==> src/rtl/uart_rx_frame.sv <==
//------------------------------------------------------------------------------
// uart_rx_frame
//
// UART frame receiver for a TX-only peer. Deserialises
//   start bit, 8 data bits (LSB first), optional parity bit, one stop bit
// using 16x oversampling with mid-bit sampling, and reports each byte
// together with per-frame error flags.
//
// Parameters
//   CLK_FREQ     system clock frequency in Hz; sets the oversample divisor
//
// Ports
//   clock        system clock, all state on the rising edge
//   reset        asynchronous, active-high reset
//   parity_type  00 none, 01 odd, 10 even, 11 none (latched at start detect)
//   baud_rate    00 2400, 01 4800, 10 9600, 11 19200 (latched at start detect)
//   data_tx      serial line, idle high, asynchronous to clock
//   data_out     last received byte, updated only when done_flag pulses
//   error_flag   [0] parity, [1] start, [2] stop error; valid with done_flag
//   active_flag  high while a frame is being received
//   done_flag    one-cycle pulse at end of frame
//------------------------------------------------------------------------------
`timescale 1ns/1ps

module uart_rx_frame #(
    parameter int unsigned CLK_FREQ = 50_000_000
) (
    input  logic       clock,
    input  logic       reset,
    input  logic [1:0] parity_type,
    input  logic [1:0] baud_rate,
    input  logic       data_tx,
    output logic [7:0] data_out,
    output logic [2:0] error_flag,
    output logic       active_flag,
    output logic       done_flag
);

    // Oversample divisors, one per selectable baud rate.
    localparam int unsigned DIV_2400  = CLK_FREQ / (16 * 2400);
    localparam int unsigned DIV_4800  = CLK_FREQ / (16 * 4800);
    localparam int unsigned DIV_9600  = CLK_FREQ / (16 * 9600);
    localparam int unsigned DIV_19200 = CLK_FREQ / (16 * 19200);

    // The slowest rate has the largest divisor and sets the counter width.
    localparam int unsigned CNT_W = (DIV_2400 > 1) ? $clog2(DIV_2400) : 1;

    typedef enum logic [2:0] {
        S_IDLE,
        S_START,
        S_DATA,
        S_PARITY,
        S_STOP,
        S_DONE
    } state_t;

    state_t           r_state;
    state_t           w_state_next;

    logic             r_sync1;
    logic             r_sync2;
    logic             r_rx_prev;
    logic             w_rx_s;
    logic             w_fall;

    logic [CNT_W-1:0] r_tick_cnt;
    logic [CNT_W-1:0] w_div_max;
    logic             w_tick;

    logic [3:0]       r_samp;
    logic [3:0]       w_samp_next;
    logic [2:0]       r_bit;
    logic [2:0]       w_bit_next;
    logic [7:0]       r_shift;
    logic [7:0]       w_shift_next;
    logic [1:0]       r_parity;
    logic [1:0]       w_parity_next;
    logic [1:0]       r_baud;
    logic [1:0]       w_baud_next;

    logic             r_err_par;
    logic             w_err_par_next;
    logic             r_err_start;
    logic             w_err_start_next;
    logic             r_err_stop;
    logic             w_err_stop_next;

    logic [7:0]       r_data_out;
    logic [2:0]       r_err_out;

    logic             w_par_en;
    logic             w_par_xor;
    logic             w_bit_mid;
    logic             w_enter_done;

    //--------------------------------------------------------------------------
    // Input synchroniser and falling-edge detect on the synchronised line.
    // r_rx_prev is a third stage used only for edge detection, so a line that
    // is already low when the FSM returns to IDLE does not look like a start.
    //--------------------------------------------------------------------------
    always_ff @(posedge clock or posedge reset) begin
        if (reset) begin
            r_sync1   <= 1'b1;
            r_sync2   <= 1'b1;
            r_rx_prev <= 1'b1;
        end else begin
            r_sync1   <= data_tx;
            r_sync2   <= r_sync1;
            r_rx_prev <= r_sync2;
        end
    end

    assign w_rx_s = r_sync2;
    assign w_fall = r_rx_prev & ~w_rx_s;

    //--------------------------------------------------------------------------
    // Oversample tick generator, running at 16x the latched baud rate.
    //--------------------------------------------------------------------------
    always_comb begin
        case (r_baud)
            2'b00:   w_div_max = CNT_W'(DIV_2400 - 1);
            2'b01:   w_div_max = CNT_W'(DIV_4800 - 1);
            2'b10:   w_div_max = CNT_W'(DIV_9600 - 1);
            default: w_div_max = CNT_W'(DIV_19200 - 1);
        endcase
    end

    // Gated in IDLE so a divisor of 1 cannot tick while waiting for a start.
    assign w_tick = (r_state != S_IDLE) && (r_tick_cnt == w_div_max);

    always_ff @(posedge clock or posedge reset) begin
        if (reset) begin
            r_tick_cnt <= '0;
        end else if ((r_state == S_IDLE) || w_tick) begin
            r_tick_cnt <= '0;
        end else begin
            r_tick_cnt <= r_tick_cnt + 1'b1;
        end
    end

    //--------------------------------------------------------------------------
    // Frame FSM: next-state and datapath next values.
    //--------------------------------------------------------------------------
    assign w_par_en  = (r_parity == 2'b01) || (r_parity == 2'b10);
    assign w_par_xor = (^r_shift) ^ w_rx_s;
    assign w_bit_mid = (r_samp == 4'd15);

    always_comb begin
        w_state_next     = r_state;
        w_samp_next      = r_samp;
        w_bit_next       = r_bit;
        w_shift_next     = r_shift;
        w_parity_next    = r_parity;
        w_baud_next      = r_baud;
        w_err_par_next   = r_err_par;
        w_err_start_next = r_err_start;
        w_err_stop_next  = r_err_stop;

        case (r_state)
            S_IDLE: begin
                if (w_fall) begin
                    w_parity_next    = parity_type;
                    w_baud_next      = baud_rate;
                    w_samp_next      = '0;
                    w_bit_next       = '0;
                    w_err_par_next   = 1'b0;
                    w_err_start_next = 1'b0;
                    w_err_stop_next  = 1'b0;
                    w_state_next     = S_START;
                end
            end

            // Mid start bit is the 8th tick; after that every bit centre is
            // 16 ticks apart, so the sample counter restarts from zero here.
            S_START: begin
                if (w_tick) begin
                    if (r_samp == 4'd7) begin
                        w_samp_next = '0;
                        if (!w_rx_s) begin
                            w_state_next = S_DATA;
                        end else begin
                            w_err_start_next = 1'b1;
                            w_state_next     = S_DONE;
                        end
                    end else begin
                        w_samp_next = r_samp + 4'd1;
                    end
                end
            end

            S_DATA: begin
                if (w_tick) begin
                    if (w_bit_mid) begin
                        w_samp_next  = '0;
                        w_shift_next = {w_rx_s, r_shift[7:1]};
                        w_bit_next   = r_bit + 3'd1;
                        if (r_bit == 3'd7) begin
                            w_state_next = w_par_en ? S_PARITY : S_STOP;
                        end
                    end else begin
                        w_samp_next = r_samp + 4'd1;
                    end
                end
            end

            // Odd parity wants an odd number of ones over data+parity.
            S_PARITY: begin
                if (w_tick) begin
                    if (w_bit_mid) begin
                        w_samp_next    = '0;
                        w_err_par_next = (r_parity == 2'b01) ? ~w_par_xor : w_par_xor;
                        w_state_next   = S_STOP;
                    end else begin
                        w_samp_next = r_samp + 4'd1;
                    end
                end
            end

            // Finishing at mid stop bit leaves half a bit of margin for a
            // back-to-back start edge to be seen in IDLE.
            S_STOP: begin
                if (w_tick) begin
                    if (w_bit_mid) begin
                        w_samp_next     = '0;
                        w_err_stop_next = ~w_rx_s;
                        w_state_next    = S_DONE;
                    end else begin
                        w_samp_next = r_samp + 4'd1;
                    end
                end
            end

            S_DONE: begin
                w_state_next = S_IDLE;
            end

            default: begin
                w_state_next = S_IDLE;
            end
        endcase
    end

    //--------------------------------------------------------------------------
    // State and datapath registers.
    //--------------------------------------------------------------------------
    always_ff @(posedge clock or posedge reset) begin
        if (reset) begin
            r_state <= S_IDLE;
        end else begin
            r_state <= w_state_next;
        end
    end

    always_ff @(posedge clock or posedge reset) begin
        if (reset) begin
            r_samp      <= '0;
            r_bit       <= '0;
            r_shift     <= '0;
            r_parity    <= '0;
            r_baud      <= '0;
            r_err_par   <= 1'b0;
            r_err_start <= 1'b0;
            r_err_stop  <= 1'b0;
        end else begin
            r_samp      <= w_samp_next;
            r_bit       <= w_bit_next;
            r_shift     <= w_shift_next;
            r_parity    <= w_parity_next;
            r_baud      <= w_baud_next;
            r_err_par   <= w_err_par_next;
            r_err_start <= w_err_start_next;
            r_err_stop  <= w_err_stop_next;
        end
    end

    //--------------------------------------------------------------------------
    // Result registers, loaded on the edge that enters DONE so that they
    // change in the same cycle done_flag rises. Loading from the next-value
    // nets captures the final sample taken on that same edge.
    //--------------------------------------------------------------------------
    assign w_enter_done = (w_state_next == S_DONE) && (r_state != S_DONE);

    always_ff @(posedge clock or posedge reset) begin
        if (reset) begin
            r_data_out <= '0;
            r_err_out  <= '0;
        end else if (w_enter_done) begin
            if (!w_err_start_next) begin
                r_data_out <= w_shift_next;
            end
            r_err_out <= {w_err_stop_next, w_err_start_next, w_err_par_next};
        end
    end

    assign data_out    = r_data_out;
    assign error_flag  = r_err_out;
    assign done_flag   = (r_state == S_DONE);
    assign active_flag = (r_state == S_START) || (r_state == S_DATA) ||
                         (r_state == S_PARITY) || (r_state == S_STOP);

endmodule
==> config.mk <==
export PLATFORM = sky130hd
export DESIGN_NAME = uart_rx_frame
export DESIGN_NICKNAME = d
export VERILOG_FILES = /design/src/rtl/uart_rx_frame.sv
export SDC_FILE = /design/constraint.sdc
export NUM_CORES = 1
export LEC_CHECK = 0
export ABC_AREA = 1
export ABC_CLOCK_PERIOD_IN_PS = 3800
export BUFFER_PORTS_ARGS = -buffer_cell sky130_fd_sc_hd__buf_2
export CORE_MARGIN = 2
export CORE_UTILIZATION = 48
export CTS_CLUSTER_SIZE = 40
export DETAILED_ROUTE_END_ITERATION = 10
export GPL_TIMING_DRIVEN = 0
export MAX_ROUTING_LAYER = met4
export PLACE_DENSITY = 0.7
export RECOVER_POWER = 50
export SYNTH_ARGS = -nofsm -noshare
export SYNTH_HDL_FRONTEND = slang
export SYNTH_SLANG_ARGS = --single-unit
==> constraint.sdc <==
create_clock -name clock -period 3.8 [get_ports clock]
set_clock_uncertainty 0.2 [all_clocks]
set_input_delay 0.57 -clock clock [delete_from_list [all_inputs] [get_ports clock]]
set_output_delay 0.57 -clock clock [all_outputs]
set_load 0.1 [all_outputs]
**Yosys cells after proc, flatten, opt, wreduce, memory -nomap -nowiden**

Cells that the tools add are included.
W data, S select, Z words.

- $add $sub $neg: 3
- Equal/unequal tests: 20
- Muxes and demuxes: 42
- Bitwise logic cells: 5
- Reduce and logical (&&, ||, !) cells: 18

Operators by type and width:

| cell | count |
|---|---|
| $mux W3 | 15 |
| $pmux W11 S3 | 1 |
| $mux W8 | 3 |
| $mux W4 | 5 |
| $pmux W3 S5 | 1 |
| $eq A3 B3 Y1 const B | 4 |
| $pmux W4 S3 | 1 |
| $add A11 B1 Y11 const B | 1 |
| $eq A11 B11 Y1 | 1 |
| $mux W1 | 11 |
| $mux W11 | 1 |
| $ne A2 B2 Y1 const B | 4 |
| $reduce_and A4 Y1 | 2 |
| $reduce_xor A8 Y1 | 1 |
| $eq A3 B2 Y1 const B | 2 |
| $pmux W1 S2 | 3 |
| $pmux W3 S2 | 1 |
| $reduce_bool A3 Y1 | 2 |
| $logic_or A1 B1 Y1 | 5 |
| $add A4 B1 Y4 const B | 1 |
| $eq A2 B1 Y1 const B | 2 |
| $eq A2 B2 Y1 const B | 2 |
| $eq A4 B3 Y1 const B | 1 |
| $eq A4 B4 Y1 const B | 1 |
| other kinds (13) | 17 |

- Bits in registers: 50
- Input bits: 7
- Output and inout bits: 13
- Logic and storage cells: 103

**Longest topological paths before layout**

- Word-level depth: 10
- Gate-level depth with buffers: 18
- Depth with buffers taken out: 18

**Least setup slack after synthesis**

Ideal clock, no wire load.

- Path type: register to output
- From: reg r_state[1]
- To: out done_flag
- Arrival: 1.772 ns
- Required time: 3.030 ns
- Slack: 1.258 ns
- Cell stages (with the launch flop): 4
- Path buffers: 0
- Path through: dfrtp_1 inv_1 nand2_1 nor2_1

- Longest elaborated chain between the ends: 1

Ends and longest elaborated chain:

| item | RTL line | text |
|---|---|---|
| from (decl) | 57 | `state_t r_state;` |
| from (signal assigned) | 250 | `r_state <= w_state_next;` |
| $eq A3 B3 Y1 | 297 | `assign done_flag = (r_state == S_DONE);` |
| to (decl) | 36 | `output logic done_flag` |

Every way passes these cells.

**Worst setup path in the final report**

- From: reg r_state[0]
- To: reg r_data_out[5], in the netlist data_out[5]

- Elaborated cells between the ends (all ways): 27
- Classes of those cells: 6 x eq/ne; 15 x mux; 1 x bitwise; 5 x reduce/logical

RTL lines:

| item | RTL line | text |
|---|---|---|
| $reduce_bool A3 Y1 | 129 | `assign w_tick = (r_state != S_IDLE) && (r_tick_cnt == w_div_max);` |
| $logic_and A1 B1 Y1 | 129 |  |
| $mux W1 | 176 | `if (w_tick) begin` |
| $pmux W1 S2 (*) | 159 | `case (r_state)` |
| via w_err_start_next | 84 | `logic w_err_start_next;` |
| $not A1 Y1 (no line) (*) | -- |  |
| $reduce_and A2 Y1 (no line) (*) | -- |  |
| to (signal assigned) | 289 | `r_data_out <= w_shift_next;` |
| to (decl) | 88 | `logic [7:0] r_data_out;` |

The timed path passes the listed nets; every way through them passes the cells marked *.
A chain may end at the register's enable or synchronous reset.

==> results.md <==
* Outcome: complete, but fails checks
* Failing checks: max-capacitance violations, max-slew violations
* Final setup viols at 0
* Via/cell ratio at roughly 5.1
* DR iter-0 viols at 96
* Seq/Total Area, Yosys at 0.4395
* Die X at 81.13 microns
* Place WS at around 1400 ps
* Non-Filler Instances at between 400 and 500
* Clock period minus final worst setup slack at approximately 2700 ps
* Mapped Nets at 352
* Post-Syn Area at between 2000 and 3000 sq um
* Initial core utilization at 0.4880
* Placed insts at approximately 430
* Final Cycle Share at 0.7198
* Number of port buffers at 19
* Synth warn at 0
* # fillers at ~570
* Setup_tns at 0 ps
* Num ports at 20
* Synth area leader: dfrtp_1
* Post-synth cell types at 39
* Overflow left after global routing at 0
* Drt first pass iters at 4
* Post-route ant nets at 0
* RePlAce Congestion at 0.8730
* Total track usage at 0.1859
* Post-synth top flop: dfrtp_1
* CTS Buf Count at 5
* Critical path type: register to register
* Hold_buf cts at 0
* Avg Inst Size Synth at between 8 and 9 sq um
* Share of cells above drive strength 1 at 0.2060
* Peak Freq at 365.6 MHz
* DRC errors left at 0
* H-tree Lvls at 2
* Comb power frac at 0.449
* Required time worst endpoint at approximately 3800 ps
* Final Core Density at 0.5327
* WL per Instance at ~12 microns
* Core Region at approximately 5900 sq um
* Ys async rst share at 1.000
* Clock sink total at 50
* Largest net degree at the start of global routing at 30
* Max Buffers Root-to-Sink at 2
* Sw Pwr at 0.7784 mW
* Area Overhead vs Synth at 9.159%
* Final setup margin at about 1100 ps
* CP endpoint kind: register
* Leakage at roughly 1.6 nW
* Worst-Margin Slew at between 1500 and 2000 ps
* Die ar. at approximately 6600 sq um
* Final Hold Fails at 0
* Final instance area at between 3000 and 4000 sq um
* Die Ht at ~81 microns
* Switch share at 0.4366
* Fin nets at ~380
* Worst min-delay path category: primary input to register
* Root buffer cell: clkbuf_8
* Pwr dens at roughly 570 nW/um^2
* Ant diodes at 0
* First-pass GRT wire length at about 9 mm
* Synth top area share at 0.4119
* Sequential share of power at 0.379
* Max-slew headroom at -0.04889
* Critical Path Slowest Stage Cell: dfrtp_1
* CP Max Fanout at 9
* Clock tree from TritonCTS: built
* EDFF count, synth at 0
* Critical Path Start Type: register
* RSZ-0062 raised after global routing: no
* Max Cap Violations at 1
* P_int at approximately 1.0 mW
* Clock transition at the registers of the reported paths at 90 ps
* Initial antenna violation count at 0
* Clock Power Share at 0.171
* Total number of vias at between 2000 and 2500
* DP Wirelength at 4.084 mm
* Total wire length at 5.384 mm
* Crit path largest cell delay at 470 ps
* Worst skew pair latency at around 300 ps
* Rows at 28
* Placement Cell Area at 3064 sq um
* Worst VDD drop at 0.2302 mV
* Number of global-route vias before repair at about 2100
* Largest cells by area after synthesis: dfrtp_1 (41%), nand2_1 (11%), inv_1 (4.1%)
* Yosys reg bits at 50
* Crit path cell chain: nor2_1 > inv_2 > nor2_1 > inv_1 > nor2_1 > inv_2 > nand2_1 > nand2_2 > inv_4 > nand3_4 > nand2_1 > nand2_1
* CP Data Arrival Time at roughly 2700 ps
* Post-CTS setup buffers at 0
* Resized cells post-CTS at 0
* Max-slew violation count at 30
* Cells after Synth at roughly 340
## flip-flops by register name (all words and copies together) (netlist names)
| signal | flops |
|---|---|
| r_sync2 | 1 |
| data_out | 8 |
| r_err_stop | 1 |
| r_samp | 4 |
| r_baud | 2 |
| error_flag | 3 |
| r_tick_cnt | 11 |
| r_bit | 3 |
| r_err_start | 1 |
| r_sync1 | 1 |
| r_err_par | 1 |
| r_parity | 2 |
| r_rx_prev | 1 |
| r_state | 3 |
| r_shift | 8 |
## power by group through the flow
stage	clock [mW]	combinational [mW]	sequential, mW
after floorplan	0	0.691	0.663
after global placement	0	0.807	0.680
after detailed placement	0	0.822	0.684
after CTS	0.317	0.826	0.674
after global routing	0.339	0.901	0.686
final	0.306	0.801	0.676
## cell families (layout without fill, tap and decap cells)
family,count (synthesis),in the layout,share of synthesized area
buffers and inverters,45,73,0.07449
DFF,50,50,0.4395
and+or+nand+nor,185,185,0.3405
adders and majority gates,9,9,0.03944
xor gates and xnor gates,10,10,0.03067
AOI/OAI and AO/OA,37,37,0.07538
## cells in the mapped netlist, types with 2 or more instances
cell type / instances
nor2_4: 5
a211oi_1: 2
xnor2_1: 5
nor3b_1: 5
nor2_2: 5
nand3_4: 2
nand2_4: 2
nand2_1: 82
nand2_2: 12
o21ai_1: 2
a21oi_1: 8
buf_6: 2
nand3_1: 19
o21ai_2: 2
nor3_1: 7
nor2_1: 26
o21a_1: 3
inv_2: 8
o21ai_0: 16
nor4_1: 2
ha_1: 9
nand4_1: 9
nand3_2: 5
dfrtp_1: 47
dfstp_2: 3
xor2_1: 5
inv_1: 31
## layout by cell type, fill, tap and decap left out, drive strengths merged
| cell type | instances |
|---|---|
| clkbuf | 10 |
| buf | 22 |
| o22ai | 1 |
| ha | 9 |
| nor3 | 7 |
| clkinvlp | 1 |
| dfstp | 3 |
| nand4 | 11 |
| nand3 | 26 |
| nor4 | 2 |
| nor3b | 5 |
| inv | 40 |
| o21a | 3 |
| o21ai | 20 |
| xnor2 | 5 |
| nor2 | 37 |
| a21oi | 9 |
| or2 | 1 |
| dfrtp | 47 |
| o211ai | 1 |
| xor2 | 5 |
| nand2 | 96 |
| a211oi | 2 |
| o21bai | 1 |
## critical path, delay by kind of cell (launching register included)
family	cells	cell delay, ps
simple gates	8	1390
flops	1	470
buf+inv	4	550
## path summary, 6_finish.rpt
path	from	end	slack [ps]	cells after the start
max	r_state[0]$_DFF_PP0_	data_out[5]$_DFFE_PP0P_	1060	12
min reg2reg	r_sync1$_DFF_PP1_	r_sync2$_DFF_PP1_	170	0
max reg2reg	r_state[0]$_DFF_PP0_	data_out[5]$_DFFE_PP0P_	1060	12
max in group asynchronous	reset	r_bit[1]$_DFFE_PP0P_	1230	3
min in group asynchronous	reset	r_bit[2]$_DFFE_PP0P_	230	2
min	data_tx	r_sync1$_DFF_PP1_	160	1
## area by class of cell
cell class | instances | area, sq um | area share
buffer | 5 | 60.06 | 0.01927
inverter | 40 | 152.6 | 0.04898
tap | 75 | 93.84 | 0.03011
timing repair buffer | 20 | 98.84 | 0.03171
sequential | 50 | 1255 | 0.4026
clock buffer | 7 | 76.32 | 0.02449
clock inverter | 1 | 7.507 | 0.002409
multi-input combinational | 241 | 1373 | 0.4404
## stage by stage
stage | power, mW | hold slack [ps]
final | 1.783 | 159.0
after CTS | 1.817 | 105.1
after global routing | 1.926 | 142.7
after floorplan | 1.354 | 145.2
after detailed placement | 1.506 | 147.2
after global placement | 1.487 | 146.4
## metal layers
layer,routed length (microns),track usage
met2,2510,0.3008
met3,111,0.04000
met5,0,-
met4,55,0.04068
met1,2705,0.2408
Note: power is estimated with default switching activity, not from simulation.
